--- src/rtl/keypad_scanner.sv ---
// 4x4 matrix keypad scanner: walks an active-low column, samples rows once per
// column slot, debounces press and release, and reports one key at a time.
module keypad_scanner #(
    parameter int SCAN_DIV = 1000,
    parameter int DEBOUNCE = 4
) (
    input  logic       clk,
    input  logic       rst,
    input  logic [3:0] row,
    output logic [3:0] col,
    output logic [7:0] key_code,
    output logic       pressed,
    output logic       key_strobe
);

    localparam int SW = (SCAN_DIV > 1) ? $clog2(SCAN_DIV) : 1;
    localparam int DW = $clog2(DEBOUNCE + 1);
    localparam logic [SW-1:0] SLOT_LAST = SW'(SCAN_DIV - 1);
    localparam logic [DW-1:0] DEB_LAST  = DW'(DEBOUNCE);

    localparam logic [1:0] SCAN        = 2'd0;
    localparam logic [1:0] DEB_PRESS   = 2'd1;
    localparam logic [1:0] HELD        = 2'd2;
    localparam logic [1:0] DEB_RELEASE = 2'd3;

    logic [1:0]    state;
    logic [SW-1:0] slot;
    logic [DW-1:0] deb_cnt;
    logic [1:0]    col_idx;
    logic [1:0]    cand_row;
    logic [1:0]    low_row;
    logic          tick;
    logic          cand_low;

    // The column index is frozen outside SCAN, so it doubles as the candidate column.
    assign col      = ~(4'b0001 << col_idx);
    assign tick     = (slot == SLOT_LAST);
    assign cand_low = ~row[cand_row];

    // Lowest-numbered low row wins when several rows are pulled down.
    always_comb begin
        low_row = 2'd3;
        if (!row[2]) low_row = 2'd2;
        if (!row[1]) low_row = 2'd1;
        if (!row[0]) low_row = 2'd0;
    end

    function automatic logic [7:0] key_map(input logic [1:0] r, input logic [1:0] c);
        key_map = 8'hFF;
        case ({r, c})
            4'h0: key_map = 8'h01;
            4'h1: key_map = 8'h02;
            4'h2: key_map = 8'h03;
            4'h3: key_map = 8'hF0;
            4'h4: key_map = 8'h04;
            4'h5: key_map = 8'h05;
            4'h6: key_map = 8'h06;
            4'h7: key_map = 8'hF1;
            4'h8: key_map = 8'h07;
            4'h9: key_map = 8'h08;
            4'hA: key_map = 8'h09;
            4'hB: key_map = 8'hF2;
            4'hC: key_map = 8'hC0;
            4'hD: key_map = 8'h00;
            4'hE: key_map = 8'hE0;
            4'hF: key_map = 8'hF3;
        endcase
    endfunction

    always_ff @(posedge clk or posedge rst) begin
        if (rst) begin
            state      <= SCAN;
            slot       <= '0;
            deb_cnt    <= '0;
            col_idx    <= 2'd0;
            cand_row   <= 2'd0;
            key_code   <= 8'hFF;
            pressed    <= 1'b0;
            key_strobe <= 1'b0;
        end else begin
            key_strobe <= 1'b0;
            slot       <= tick ? '0 : slot + 1'b1;
            if (tick) begin
                case (state)
                    SCAN: begin
                        if (row == 4'hF) begin
                            col_idx <= col_idx + 1'b1;
                        end else begin
                            cand_row <= low_row;
                            if (DEBOUNCE == 1) begin
                                state      <= HELD;
                                pressed    <= 1'b1;
                                key_code   <= key_map(low_row, col_idx);
                                key_strobe <= 1'b1;
                            end else begin
                                state   <= DEB_PRESS;
                                deb_cnt <= DW'(1);
                            end
                        end
                    end
                    DEB_PRESS: begin
                        if (cand_low) begin
                            if (deb_cnt + 1'b1 == DEB_LAST) begin
                                state      <= HELD;
                                pressed    <= 1'b1;
                                key_code   <= key_map(cand_row, col_idx);
                                key_strobe <= 1'b1;
                            end else begin
                                deb_cnt <= deb_cnt + 1'b1;
                            end
                        end else begin
                            state   <= SCAN;
                            col_idx <= col_idx + 1'b1;
                        end
                    end
                    HELD: begin
                        if (!cand_low) begin
                            if (DEBOUNCE == 1) begin
                                state   <= SCAN;
                                pressed <= 1'b0;
                                col_idx <= col_idx + 1'b1;
                            end else begin
                                state   <= DEB_RELEASE;
                                deb_cnt <= DW'(1);
                            end
                        end
                    end
                    DEB_RELEASE: begin
                        // A low sample means the release was bounce; keep the key held silently.
                        if (!cand_low) begin
                            if (deb_cnt + 1'b1 == DEB_LAST) begin
                                state   <= SCAN;
                                pressed <= 1'b0;
                                col_idx <= col_idx + 1'b1;
                            end else begin
                                deb_cnt <= deb_cnt + 1'b1;
                            end
                        end else begin
                            state <= HELD;
                        end
                    end
                    default: state <= SCAN;
                endcase
            end
        end
    end

endmodule

--- config.mk ---
export PLATFORM = sky130hd
export DESIGN_NAME = keypad_scanner
export DESIGN_NICKNAME = d
export VERILOG_FILES = /design/src/rtl/keypad_scanner.sv
export SDC_FILE = /design/constraint.sdc
export NUM_CORES = 1
export LEC_CHECK = 0
export CORE_AREA = 4 4 59 61
export DETAILED_ROUTE_END_ITERATION = 8
export DIE_AREA = 0 0 63 65
export GPL_TIMING_DRIVEN = 0
export PLACE_DENSITY = 0.89
export SYNTH_ARGS = -nofsm -noshare
export SYNTH_HDL_FRONTEND = slang
export SYNTH_SLANG_ARGS = --single-unit
--- constraint.sdc ---
create_clock -name clk -period 5.2 [get_ports clk]
set_input_delay 1.04 -clock clk [delete_from_list [all_inputs] [get_ports clk]]
set_output_delay 1.04 -clock clk [all_outputs]
set_load 0.01 [all_outputs]
==> metrics, run 1 <==
Synth cell types 43; vias in the first global route 1309; r2r worst-path depth 6; gr ovfl total 0; status finished, final reports clean; Crit Reg-Reg Endpoint key_code[3]; Final Non-Filler Cells 218; number of max-cap violations 0; full die area 4100 sq um; fin crit share 0.543; fmax 0.354 GHz; Rel. slew slack 0.288; ratio of cells with drive above 1 in the final layout 0.141; Clk Latency, worst-skew pair 0.33 ns; Post-CTS Resized 0; P_leak 0.949 nW; First-pass DRT Iterations 6; Setup Skew 0.00732 ns; Post-Syn Nets 179; CP peak stage delay 0.53 ns; TritonCTS buffer count 3; root buf cell clkbuf_4; Synth area leader dfrtp_1; routed len/inst 15.0 um; row count 20; Ys Warns 0; placed cell count 214; largest net degree at the start of global routing 29; FF-to-FF setup slack 3.23 ns; syn avg cell area 10.4 sq um; Critical Path Source col_idx[0]; Initial Util 0.564; design area 1940 sq um; Overall Power 328 uW; Tightest Hold Check Type reg2reg; startpoint types flip-flop; Nets 203; final hold vios 0; core footprint 2980 sq um; max-slew violations 0; main combinational cell family by area after synthesis simple AND/OR/NAND/NOR gates; top cell type's share of synthesized area 0.313; Most common cell on crit path inv_1; RSZ-0062 raised after global routing no; Ant. Diodes 0; Reg2Reg Launch Point deb_cnt[0]; Max VDD drop 153 uV; clk sink count 28; vias 1308; Synth Flop Type dfrtp_1; Worst-Margin Slew 1.07 ns; mapped cell area 1680 sq um; post-synthesis xor/xnor area fraction 0.0417; final wirelength 3270 um; register area share after synthesis 0.422; CP top delay family buffers and inverters; initial drt markers 34; synth top area cells dfrtp_1, dfstp_2, ha_1; Critical Path RT 4.16 ns; I/O Pins 20; die width 63 um; # DRC 0; Area after DPL 1910 sq um; Vias per Instance 6.00; DP Wirelength 2500 um; buffer and inverter count on the worst path 3; Port Buffers 19; Placer Congestion 0.788; CTS max path bufs 2; pwr dens 169 nW/um^2; Core Util, Final 0.651; Worst setup EP type output port; Tmin final 2.82 ns; Syn Inst Count 162; final setup TNS 0 ns; Seq cells post-synth 28; Synth Area in Compound Gates 0.105; CTS tree yes; WS Path Type reg2out; critical path depth 4; CP Cell Sequence inv_1, ha_1, inv_1, clkdlybuf4s50_1; antenna violations before repair 0; GRT Overall Usage 0.167; Critical Path AT 1.78 ns; Post-Synth Simple-Gate Area 0.168; crit path capture col[0]; ys async rst share 1.00; H-tree Lvls 1; Routed Antenna Nets 0; first-pass GRT wire length 5490 um; cts hold-fix bufs 0; Die Y-Extent 65 um; Synth Area in Adders 0.0819; number of synthesized flops with an enable pin 0; fillcell total 223; area grow syn2layout 15.3%; endpoints failing setup 0; clock-pin slew of the registers on the worst-case setup and hold paths 0.15 ns; mux contribution to synthesized area 0.121; CP Max Fanout 7; post-CTS setup buffers 0; CP max stage cell clkdlybuf4s50_1
-- metal layers --
metal / part of all wire / track usage / vias to the layer above / wire, um
met5: 0 / 0 / - / 0
met4: 0.013 / 0.0937 / 0 / 42
met3: 0.041 / 0.0243 / 8 / 134
met2: 0.53 / 0.314 / 40 / 1740
met1: 0.41 / 0.177 / 647 / 1350
li1: - / - / 613 / -
-- cell usage in the layout, fill, tap and decap left out, types with 4 or more instances in the layout --
cell,n
nand2b_1,5
mux2_2,7
dfrtp_1,21
inv_1,17
ha_1,11
mux2i_1,8
nand3_1,9
dfstp_2,7
a21oi_1,4
clkdlybuf4s50_1,19
nand2_1,10
o21ai_0,4
xnor2_1,4
nor2_1,11
xor2_1,4
-- worst register-to-register path: cells and delay by family (launching register included) --
family,cells,cell delay (ns)
flip-flops,1,0.44
adder cells (fa/ha/maj),1,0.25
multiplexers,1,0.33
XOR/XNOR,1,0.23
buffers and inverters,1,0.27
AND/OR/NAND/NOR,2,0.39
-- flip-flops by register name (all words and copies together), names as in the netlist, named ones only --
name and count:
cand_row 2, slot 10, col_idx 2, deb_cnt 3
pressed 1, key_code 7, state 1, key_strobe 1
-- worst min-delay path by stage --
stage | cells past startpoint | startpoint | to
after floorplan | 1 | slot[0] | slot[0]
after global placement | 1 | slot[0] | slot[0]
after detailed placement | 1 | slot[0] | slot[0]
after CTS | 1 | slot[0] | slot[0]
after global routing | 1 | slot[0] | slot[0]
final | 1 | slot[0] | slot[0]
-- synth_stat cells (2+ instances only) --
| cell | number |
|---|---|
| a21oi_1 | 4 |
| nand3_1 | 9 |
| and4_1 | 2 |
| and3_1 | 2 |
| mux2_2 | 7 |
| buf_2 | 2 |
| dfrtp_1 | 21 |
| nor2_1 | 11 |
| xnor2_1 | 4 |
| nand2b_1 | 5 |
| o21a_1 | 2 |
| xor2_1 | 4 |
| dfstp_2 | 7 |
| o2111ai_1 | 3 |
| nor2b_1 | 2 |
| nor3_1 | 3 |
| o21ai_0 | 4 |
| a41oi_1 | 2 |
| ha_1 | 11 |
| nand2_1 | 10 |
| mux2i_1 | 8 |
| inv_1 | 17 |
| and2_1 | 2 |
-- through the flow --
stage                     hold WS [ns]  worst slack [ns]
after floorplan                  0.433              2.93
after global placement           0.447              2.38
after detailed placement         0.457              2.33
after CTS                        0.476              2.37
after global routing             0.503              2.27
final                            0.471              2.38
-- power breakdown --
part	switching [mW]	internal (mW)	total, mW
sequential	0	0.218	0.218
clock	0.0642	0.0301	0.0943
combinational	0.00851	0.00693	0.0154
-- cell type report --
type                            instances  area, sq um  area share
Inverter                               17         63.8      0.0329
Buffer                                  6         36.3      0.0187
Clock buffer                            4         26.3      0.0136
Tap cell                               33         41.3      0.0213
Multi-Input combinational cell        111          871       0.449
Timing Repair Buffer                   19          190      0.0981
Sequential cell                        28          709       0.366
-- kinds of logic (layout without fill, tap and decap cells) --
family | Yosys count | count (layout)
and+or+nand+nor | 51 | 51
DFF | 28 | 28
AOI/OAI and AO/OA | 24 | 24
buffers and inverters | 23 | 46
muxes | 17 | 17
adders and majority gates | 11 | 11
xor gates and xnor gates | 8 | 8
(Power assumes the default switching activity.)
==> inputs of run 2 (changes only) <==
==> config.mk (replaced) <==
export PLATFORM = sky130hd
export DESIGN_NAME = keypad_scanner
export DESIGN_NICKNAME = d
export VERILOG_FILES = /design/src/rtl/keypad_scanner.sv
export SDC_FILE = /design/constraint.sdc
export NUM_CORES = 1
export LEC_CHECK = 0
export CORE_AREA = 4 4 63 65
export DETAILED_ROUTE_END_ITERATION = 8
export DIE_AREA = 0 0 67 69
export GPL_TIMING_DRIVEN = 0
export PLACE_DENSITY = 0.82
export SYNTH_ARGS = -nofsm -noshare
export SYNTH_HDL_FRONTEND = slang
export SYNTH_SLANG_ARGS = --single-unit
==> constraint.sdc (replaced) <==
create_clock -name clk -period 2.5 [get_ports clk]
set_input_delay 0.5 -clock clk [delete_from_list [all_inputs] [get_ports clk]]
set_output_delay 0.5 -clock clk [all_outputs]
set_load 0.01 [all_outputs]
==> run 2 against run 1 <==
  * Routed wire length decreased by 1.5%
  * First-iteration DRC count increased by 44%
  * Global-route usage decreased by 1.8 points
  * Clock skew increased by 0.0087 ns
  * Critical path type unchanged
  * Design area increased by 2.2%
  * Critical endpoint is now col[3]
  * Sequential share of layout area decreased by 0.79 points
  * Combinational power increased by 110%
  * Hold slack got worse by 0.00050 ns
  * Clock power increased to 3.1 times the previous value
==> metrics, run 2 (synthesis gave the netlist of run 1 again) <==
Max VDD drop 308 uV; final setup TNS 0 ns; met3 Use GR 0.0162; commonest non-fill, non-tap cell in the layout dfrtp_1; P_leak 0.962 nW; fillcell total 278; Worst setup EP type output port; Crit Reg-Reg Endpoint pressed; PnR worst setup slack 0.219 ns; Internal 630 uW; r2r worst-path depth 6; root buf cell clkbuf_4; Tightest Hold Check Type reg2reg; most frequent cells in the layout dfrtp_1, clkdlybuf4s50_1, inv_1, nor2_1, ha_1; Routed Antenna Nets 0; gr busiest metal met2; row count 21; Critical Path Source col_idx[0]; RSZ-0062 raised after global routing no; CTS tree yes; fmax 0.438 GHz; fin crit share 0.912; WS Path Type reg2out; post-CTS setup buffers 0; initial drt markers 49; Die Y-Extent 69 um; Gate power share 0.041; H-tree Lvls 1; antenna violations before repair 0; GRT Overall Usage 0.149; clk sink count 28; Setup Skew 0.0160 ns; full die area 4620 sq um; I/O Pins 20; Ant. Diodes 0; # DRC 0; Largest regs slot: 10 flops, key_code: 7 flops, deb_cnt: 3 flops; Initial Util 0.504; Psw 150 uW; Tmin final 2.28 ns; vias 1232; Net Sw Frac 0.192; Placer Congestion 0.861; number of max-cap violations 0; Post-CTS Resized 0; Worst-Margin Slew 1.03 ns; Vias per Instance 5.33; CTS max path bufs 2; grt met2 use 0.263; FF-to-FF setup slack 0.54 ns; Clock power frac 0.377; pwr dens 394 nW/um^2; final wirelength 3220 um; Critical Path AT 1.78 ns; gr ovfl total 0; Core Util, Final 0.594; routed len/inst 14.0 um; max reg flops 10; vias in the first global route 1241; DP Wirelength 2460 um; Clk Latency, worst-skew pair 0.33 ns; Setup WS pre-CTS 0.157 ns; TritonCTS buffer count 3; first-pass GRT wire length 5490 um; hold path startpoint slot[0]; Reg2Reg Launch Point slot[0]; endpoints failing setup 0; Fin Hold WS 0.470 ns; Port Buffers 19; CP Max Fanout 7; startpoint types flip-flop; final hold vios 0; crit path capture col[3]; largest net degree at the start of global routing 29; ratio of cells with drive above 1 in the final layout 0.146; Biggest register slot; core footprint 3340 sq um; cts hold-fix bufs 0; clock-pin slew of the registers on the worst-case setup and hold paths 0.16 ns; Rel. slew slack 0.313; sequential power share 0.581; area grow syn2layout 17.9%; Critical Path RT 2.00 ns; GR Util met1 0.186; max-slew violations 0; status finished, final reports clean; die width 67 um; Nets 203; First-pass DRT Iterations 4
[run 2: cell count changes in the layout (fill, tap and decap cells not counted)]
cell,before,now
bufinv_16,0,1
clkbuf_1,2,1
[run 2: worst min-delay path by stage]
stage          cells after the start  endpoint  slack (ns)
2_1_floorplan                      1   slot[0]        0.43
3_3_place_gp                       1   slot[0]        0.45
3_5_place_dp                       1   slot[0]        0.46
4_1_cts                            1   slot[0]        0.48
5_1_grt                            1   slot[0]        0.50
6_report                           1   slot[0]        0.47
[run 2: layout make-up]
type | count | area (sq um) | share of cell area
Sequential cell | 28 | 709 | 0.358
Multi-Input combinational cell | 111 | 871 | 0.440
Inverter | 17 | 63.8 | 0.0322
Timing Repair Buffer | 19 | 190 | 0.0960
Clock buffer | 3 | 22.5 | 0.0114
Tap cell | 46 | 57.6 | 0.0291
Buffer | 6 | 36.3 | 0.0183
Clock inverter | 1 | 30.0 | 0.0152
[run 2: metrics by stage]
stage / power, mW / area (sq um) / cells
global placement: 0.493 / 1930 / 227
CTS: 0.789 / 1980 / 231
floorplan: 0.480 / 1680 / 162
finish: 0.780 / 1980 / 231
global route: 0.806 / 1980 / 231
detailed placement: 0.494 / 1930 / 227
[run 2: layer usage]
metal | vias up | share of wire
li1 | 609 | -
met1 | 605 | 0.45
met2 | 16 | 0.53
met3 | 2 | 0.016
met4 | 0 | 0.0050
met5 | - | 0
[run 2: power groups by stage]
stage,clock network (mW),registers (mW),logic (mW)
2_1_floorplan,0,0.462,0.0183
3_3_place_gp,0,0.462,0.0309
3_5_place_dp,0,0.462,0.0326
4_1_cts,0.302,0.454,0.0328
5_1_grt,0.318,0.454,0.0348
6_report,0.295,0.454,0.0321
[run 2: worst max-delay path, stage by stage, from the launching register on]
cell             delay, ns
dfrtp_1               0.50
ha_1                  0.32
inv_1                 0.10
clkdlybuf4s50_1       0.53
==> inputs of run 3 (changes only) <==
--- a/config.mk
+++ b/config.mk
@@ -5,9 +5,9 @@
 export SDC_FILE = /design/constraint.sdc
 export NUM_CORES = 1
 export LEC_CHECK = 0
-export CORE_AREA = 4 4 63 65
+export CORE_AREA = 2 2 61 63
 export DETAILED_ROUTE_END_ITERATION = 8
-export DIE_AREA = 0 0 67 69
+export DIE_AREA = 0 0 63 65
 export GPL_TIMING_DRIVEN = 0
 export PLACE_DENSITY = 0.82
 export SYNTH_ARGS = -nofsm -noshare
==> run 3 against run 2 <==
  * Die area fell by 11%
  * Clock skew fell by 0.0062 ns
  * Combinational power fell by 2%
  * First-iteration DRC count rose by 140%
  * Critical endpoint is now col[2]
  * Highest routed layer unchanged
==> metrics, run 3 (synthesis gave the netlist of run 1 again) <==
Die Y-Extent 65 um; status finished, final reports clean; first-pass GRT wire length 5190 um; Clk Latency, worst-skew pair 0.33 ns; gr ovfl total 0; Routed Antenna Nets 0; full die area 4100 sq um; Setup Skew 0.00978 ns; Ant. Diodes 0; P_leak 0.962 nW; DP Wirelength 2250 um; multi-input logic area 871 sq um; Largest regs slot: 10 flops, key_code: 7 flops, deb_cnt: 3 flops; root buf cell clkbuf_4; GRT Overall Usage 0.158; H-tree Lvls 1; initial drt markers 120; design area 1980 sq um; I/O Pins 20; fin crit share 0.908; WS Path Type reg2out; Placer Congestion 0.795; # DRC 0; RSZ-0062 raised after global routing no; FF-to-FF setup slack 0.58 ns; Worst-Margin Slew 1.05 ns; CTS tree yes; clock-pin slew of the registers on the worst-case setup and hold paths 0.16 ns; CP Max Fanout 7; Internal 630 uW; Port Buffers 19; Fin Hold WS 0.467 ns; Area after DPL 1930 sq um; Biggest register slot; Tmin final 2.27 ns; fillcell total 301; vias 1250; startpoint types flip-flop; largest net degree at the start of global routing 29; fmax 0.440 GHz; row count 22; area grow syn2layout 18.0%; vias in the first global route 1170; Tightest Hold Check Type reg2reg; Clock power frac 0.382; CTS max path bufs 2; Critical Path AT 1.77 ns; commonest non-fill, non-tap cell in the layout dfrtp_1; post-CTS setup buffers 0; Psw 155 uW; PnR worst setup slack 0.229 ns; core footprint 3500 sq um; Setup WS pre-CTS 0.206 ns; endpoints failing setup 0; Rel. slew slack 0.300; final wirelength 3020 um; Post-CTS Resized 0; Initial Util 0.481; Vias per Instance 5.36; max reg flops 10; antenna violations before repair 0; pwr dens 396 nW/um^2; First-pass DRT Iterations 4; TritonCTS buffer count 3; sequential power share 0.578; cts hold-fix bufs 0; clk sink count 28; Max VDD drop 469 uV; Gate power share 0.040; Worst setup EP type output port; routed len/inst 12.9 um; final setup TNS 0 ns; Net Sw Frac 0.197; FF/Latch Area 709 sq um; most frequent cells in the layout dfrtp_1, clkdlybuf4s50_1, inv_1, nor2_1, ha_1; final hold vios 0; Nets 203; die width 63 um; Critical Path RT 2.00 ns; max-slew violations 0; ratio of cells with drive above 1 in the final layout 0.146; number of max-cap violations 0
## run 3: cell counts in the layout (fill, tap and decap cells not counted)
No cell type changed its count.
## run 3: final cells by class
class | instances | share of cell area
inverter | 17 | 0.0322
clock inverter | 1 | 0.0151
multi-input combinational | 111 | 0.439
tap | 48 | 0.0303
sequential | 28 | 0.358
buffer | 6 | 0.0183
clock buffer | 3 | 0.0114
timing repair buffer | 19 | 0.0959
## run 3: power groups by stage
stage	Combinational, mW	Sequential (mW)	Clock [mW]
after floorplan	0.0183	0.462	0
after global placement	0.0315	0.462	0
after detailed placement	0.0318	0.462	0
after CTS	0.0320	0.454	0.309
after global routing	0.0352	0.454	0.323
final	0.0314	0.454	0.300
## run 3: routing by layer
layer	share of wire	GRT usage	vias up
li1	-	-	615
met1	0.47	0.202	602
met2	0.48	0.282	27
met3	0.029	0.0226	6
met4	0.019	0.0361	0
met5	0	0	-
## run 3: through the flow
stage	std cells	power, mW	utilization
after global placement	229	0.493	0.552
after CTS	233	0.795	0.567
after floorplan	162	0.480	-
after detailed placement	229	0.493	0.552
after global routing	233	0.812	0.567
final	233	0.785	0.567
## run 3: worst paths after layout
path,start,cells after the start,endpoint
min in group asynchronous,rst,2,col_idx[0]
worst min-delay path,slot[0],1,slot[0]
max in group asynchronous,rst,2,col_idx[1]
worst max-delay path,col_idx[0],4,col[2]
worst min register to register,slot[0],1,slot[0]
worst max register to register,deb_cnt[0],6,key_code[0]
## run 3: worst max-delay path, cell delays in order (launching register included)
cell,delay (ns)
dfrtp_1,0.52
inv_1,0.11
ha_1,0.23
inv_1,0.05
clkdlybuf4s50_1,0.52
